<file path="src/rtl/serial_adder_pkg.sv">
// Shared definitions for the bit-serial adder: state encoding and default width.
package serial_adder_pkg;

    // Default operand width in bits
    localparam int DEF_WIDTH = 8;

    // FSM state encoding
    typedef logic [1:0] state_t;

    localparam state_t ST_IDLE = 2'd0;
    localparam state_t ST_RUN  = 2'd1;
    localparam state_t ST_DONE = 2'd2;

endpackage

</file>
<file path="src/rtl/full_adder.sv">
// Single-bit full adder built from two half adders and an OR of their carries.
module full_adder (
    input  logic a,
    input  logic b,
    input  logic cin,
    output logic s,
    output logic cout
);

    logic s1;
    logic c1;
    logic c2;

    half_adder u_ha0 (
        .x (a),
        .y (b),
        .s (s1),
        .c (c1)
    );

    half_adder u_ha1 (
        .x (s1),
        .y (cin),
        .s (s),
        .c (c2)
    );

    assign cout = c1 | c2;

endmodule

</file>
<file path="src/rtl/half_adder.sv">
// Single-bit half adder.
module half_adder (
    input  logic x,
    input  logic y,
    output logic s,
    output logic c
);

    assign s = x ^ y;
    assign c = x & y;

endmodule

</file>
<file path="src/rtl/serial_adder.sv">
// Bit-serial adder: one operand bit per clock, LSB first, result registered on completion.
module serial_adder
    import serial_adder_pkg::*;
#(
    parameter int WIDTH = DEF_WIDTH
) (
    input  logic             clk,
    input  logic             rst,
    input  logic             start,
    input  logic [WIDTH-1:0] a,
    input  logic [WIDTH-1:0] b,
    input  logic             cin,
    output logic             busy,
    output logic             done,
    output logic [WIDTH-1:0] sum,
    output logic             cout
);

    localparam int CW = $clog2(WIDTH);
    localparam logic [CW-1:0] LAST_BIT = CW'(WIDTH - 1);

    state_t           state;
    logic [WIDTH-1:0] a_sh;
    logic [WIDTH-1:0] b_sh;
    logic [WIDTH-1:0] psum;
    logic             carry;
    logic [CW-1:0]    cnt;

    logic             bit_s;
    logic             bit_c;
    logic [WIDTH-1:0] psum_next;

    // The single shared full adder sees the current LSBs and the running carry
    full_adder u_fa (
        .a    (a_sh[0]),
        .b    (b_sh[0]),
        .cin  (carry),
        .s    (bit_s),
        .cout (bit_c)
    );

    // New sum bit enters at the MSB so that after WIDTH shifts bit 0 lands at position 0
    assign psum_next = {bit_s, psum[WIDTH-1:1]};

    assign busy = (state == ST_RUN);
    assign done = (state == ST_DONE);

    // FSM, operand shifters, carry, bit counter and result registers
    always_ff @(posedge clk) begin
        if (rst) begin
            state <= ST_IDLE;
            a_sh  <= '0;
            b_sh  <= '0;
            psum  <= '0;
            carry <= 1'b0;
            cnt   <= '0;
            sum   <= '0;
            cout  <= 1'b0;
        end else begin
            case (state)
                ST_IDLE, ST_DONE: begin
                    if (start) begin
                        a_sh  <= a;
                        b_sh  <= b;
                        carry <= cin;
                        psum  <= '0;
                        cnt   <= '0;
                        state <= ST_RUN;
                    end else begin
                        state <= ST_IDLE;
                    end
                end
                ST_RUN: begin
                    a_sh  <= a_sh >> 1;
                    b_sh  <= b_sh >> 1;
                    psum  <= psum_next;
                    carry <= bit_c;
                    if (cnt == LAST_BIT) begin
                        sum   <= psum_next;
                        cout  <= bit_c;
                        cnt   <= '0;
                        state <= ST_DONE;
                    end else begin
                        cnt <= cnt + CW'(1);
                    end
                end
                default: begin
                    state <= ST_IDLE;
                end
            endcase
        end
    end

endmodule

</file>
<file path="config.mk">
export PLATFORM = sky130hd
export DESIGN_NAME = serial_adder
export DESIGN_NICKNAME = d
export VERILOG_FILES = /design/src/rtl/serial_adder_pkg.sv /design/src/rtl/full_adder.sv /design/src/rtl/half_adder.sv /design/src/rtl/serial_adder.sv
export SDC_FILE = /design/constraint.sdc
export NUM_CORES = 1
export LEC_CHECK = 0
export BUFFER_PORTS_ARGS = -buffer_cell sky130_fd_sc_hd__buf_2
export CORE_ASPECT_RATIO = 1.5
export CORE_MARGIN = 4
export CORE_UTILIZATION = 35
export DETAILED_ROUTE_END_ITERATION = 8
export GPL_TIMING_DRIVEN = 0
export PLACE_DENSITY_LB_ADDON = 0.15
export SYNTH_ARGS = -nofsm -noshare
export SYNTH_HDL_FRONTEND = slang
export SYNTH_HIERARCHICAL = 1
export SYNTH_SLANG_ARGS = --single-unit
</file>
<file path="constraint.sdc">
create_clock -name clk -period 1.6 [get_ports clk]
set_input_delay 0.32 -clock clk [delete_from_list [all_inputs] [get_ports clk]]
set_output_delay 0.32 -clock clk [all_outputs]
set_load 0.005 [all_outputs]
</file>
==> impl_metrics.env <==
export IMPL_coreArea_sq_mm=0.004318
export IMPL_via_per_inst=5.103
export IMPL_cts_root_buf="clkbuf_8"
export IMPL_worst_pin_slew_ns=0.6551
export IMPL_rows=29
export IMPL_htree_levels=2
export IMPL_rsz0062_at_grt="no"
export IMPL_cpMaxStageDelayCell="dfxtp_2"
export IMPL_cp_buffers_inverters=3
export IMPL_finalNonFillerCells=273
export IMPL_finalHoldViolations=0
export IMPL_cts_tree="yes"
export IMPL_area_delta_synth_final_pct=18.69
export IMPL_routabilityCongestion=0.7082
export IMPL_wl_um=3415
export IMPL_placed_cells=266
export IMPL_power_mw=1.951
export IMPL_path_max_fanout=19
export IMPL_critPathArrivalTime_ns=1.17
export IMPL_fin_crit_sh_pct=93.16
export IMPL_max_freq_mhz=670.9
export IMPL_port_buffers=29
export IMPL_antenna_found_initial=0
export IMPL_finish_instance_area_sq_mm=0.001907
export IMPL_syn_num_nets=215
export IMPL_whs_ns=0.2832
export IMPL_critPathMaxStageDelay_ns=0.35
export IMPL_die_x_um=63.32
export IMPL_critPathRequiredTime_ns=1.28
export IMPL_clock_sinks=38
export IMPL_syn_inst=191
export IMPL_layout_nets=250
export IMPL_synth_warnings=6
export IMPL_finalSetupViolCount=0
export IMPL_clk_pin_slew_worst_paths_ns=0.08
export IMPL_vias=1393
export IMPL_leakagePower_nw=0.7700
export IMPL_drc=0
export IMPL_yosysTopAreaCell="dfxtp_1"
export IMPL_hpwl_um=2457
export IMPL_pwr_density_cell_mw_per_mm2=1023
export IMPL_die_h_um=90.98
export IMPL_drive_gt1_share_pct=25.11
export IMPL_grt_overflow_total=0
export IMPL_cp_end_kind="output port"
export IMPL_period_minus_slack_ns=1.491
export IMPL_slew_headroom_pct=56.33
export IMPL_placed_area_sq_mm=0.001809
export IMPL_tns_ns=0
export IMPL_clk_path_buf_depth=2
export IMPL_grt_use_total_pct=13.05
export IMPL_clock_latency_ns=0.29
export IMPL_drtPass1Iterations=4
export IMPL_initial_utilization_pct=37.21
export IMPL_netlist_area_sq_mm=0.001607
export IMPL_antenna_cells=0
export IMPL_io_pins=31
export IMPL_yosys_area_top_type_share_pct=47.35
export IMPL_cts_post_setup_buffers_inserted=0
export IMPL_crit_chain="nand2b_1 > buf_6 > clkinv_4 > buf_2"
export IMPL_seq_area_frac_synth_pct=47.35
export IMPL_grt_max_degree=20
export IMPL_cp_top_family="buffers and inverters"
export IMPL_grt_pass1_vias=1400
export IMPL_ys_seq_elements=38
export IMPL_grt_first_pass_wirelength_um=6168
export IMPL_ir_worst_vdd_mv=0.5820
export IMPL_syn_avg_cell_area_sq_um=8.411
export IMPL_wl_per_cell_um=12.51
export IMPL_ys_types=21
export IMPL_status="complete, no violations"
export IMPL_synth_top_cells_by_area="dfxtp_1 47%, nand2_1 11%, a311oi_2 6.5%"
export IMPL_cap_violations=0
export IMPL_finClkSkew_ns=0.007107
export IMPL_hold_path_class="primary input to flop"
export IMPL_worstSetupPathType="flop to output port"
export IMPL_ant_nets=0
export IMPL_dieArea_sq_mm=0.005760
export IMPL_startpoint_type="flop"
export IMPL_cts_buffers=5
export IMPL_first_iter_violations=45
export IMPL_drv_slew=0
==> layout by cell type, fill, tap and decap left out <==
cell type / instances
nand2_1: 49
clkbuf_8: 6
buf_4: 5
nand3_1: 20
a21oi_1: 20
nor2_1: 18
dfxtp_2: 2
or2_1: 1
nand3b_1: 2
buf_6: 2
clkinv_2: 1
clkbuf_2: 1
nor4b_1: 1
o21a_1: 1
clkinv_4: 1
nand2b_1: 2
buf_2: 32
ha_1: 4
nor2b_1: 2
dfxtp_1: 36
a31oi_1: 1
a311oi_1: 8
clkbuf_1: 5
a311oi_2: 7
==> synthesized netlist by cell type <==
cell / count
nand2b_1: 2
nor2b_1: 2
a21oi_1: 20
a311oi_1: 8
or2_1: 1
buf_1: 1
nor2_1: 18
nand3_1: 20
a311oi_2: 7
a31oi_1: 1
buf_4: 6
nand3b_1: 2
dfxtp_1: 38
buf_2: 4
clkinv_2: 1
clkbuf_1: 4
nand2_1: 49
ha_1: 4
nor4b_1: 1
buf_6: 1
o21a_1: 1
==> stage by stage <==
stage | utilization (%) | setup WS, ns
3_5_place_dp | 41.90 | 0.1401
6_report | 44.16 | 0.1094
5_1_grt | 44.16 | 0.04134
4_1_cts | 44.13 | 0.09123
2_1_floorplan | - | 0.3228
3_3_place_gp | 41.90 | 0.1241
==> power by group <==
group / switching (mW) / internal, mW
sequential: 0.0274 / 0.994
clock: 0.331 / 0.348
combinational: 0.146 / 0.105
==> state kept, by name, summed over array words and instances (netlist names) <==
register and cells:
carry 1, b_sh 8, state 2, cout 1, sum 8, psum 7
a_sh 8, cnt 3
==> final timing paths <==
kind	from	endpoint	slack [ns]	cells after the start
worst min-delay path	a[7]	a_sh[7]	0.28	3
worst min register to register	sum[3]	sum[3]	0.45	2
worst max register to register	cnt[0]	sum[7]	0.20	5
worst max-delay path	state[1]	busy	0.11	4
==> cell type report <==
class | instances | area (sq um)
Multi-Input combinational cell | 136 | 745.7
Fill cell | 461 | 2411
Tap cell | 46 | 57.56
Clock buffer | 7 | 86.33
Timing Repair Buffer | 29 | 145.1
Inverter | 1 | 8.758
Clock inverter | 1 | 5.005
Sequential cell | 38 | 763.2
Buffer | 15 | 95.09
==> repair_timing <==
action / 4_1_cts / 5_1_grt
setup endpoints to repair: 1 / 4
hold buffers: 0 / 0
resized for setup: 5 / 1
==> worst min-delay path, cell delays in order <==
cell	delay, ns
buf_2	0.09
nand2_1	0.05
a21oi_1	0.05
==> metal layers <==
metal	GRT usage, %	up-vias	routed length [um]
met5	0	-	0
met4	4.324	0	48
met3	3.457	7	181
met2	21.59	28	1521
met1	16.45	631	1664
li1	-	727	-
==> cell families after synthesis <==
logic type | count (synthesis) | synth area share (%)
adders and majority gates | 4 | 3.115
DFF | 38 | 47.35
and+or+nand+nor | 95 | 25.31
buffers and inverters | 17 | 6.230
AOI/OAI and AO/OA | 37 | 17.99
(Power assumes the default switching activity.)
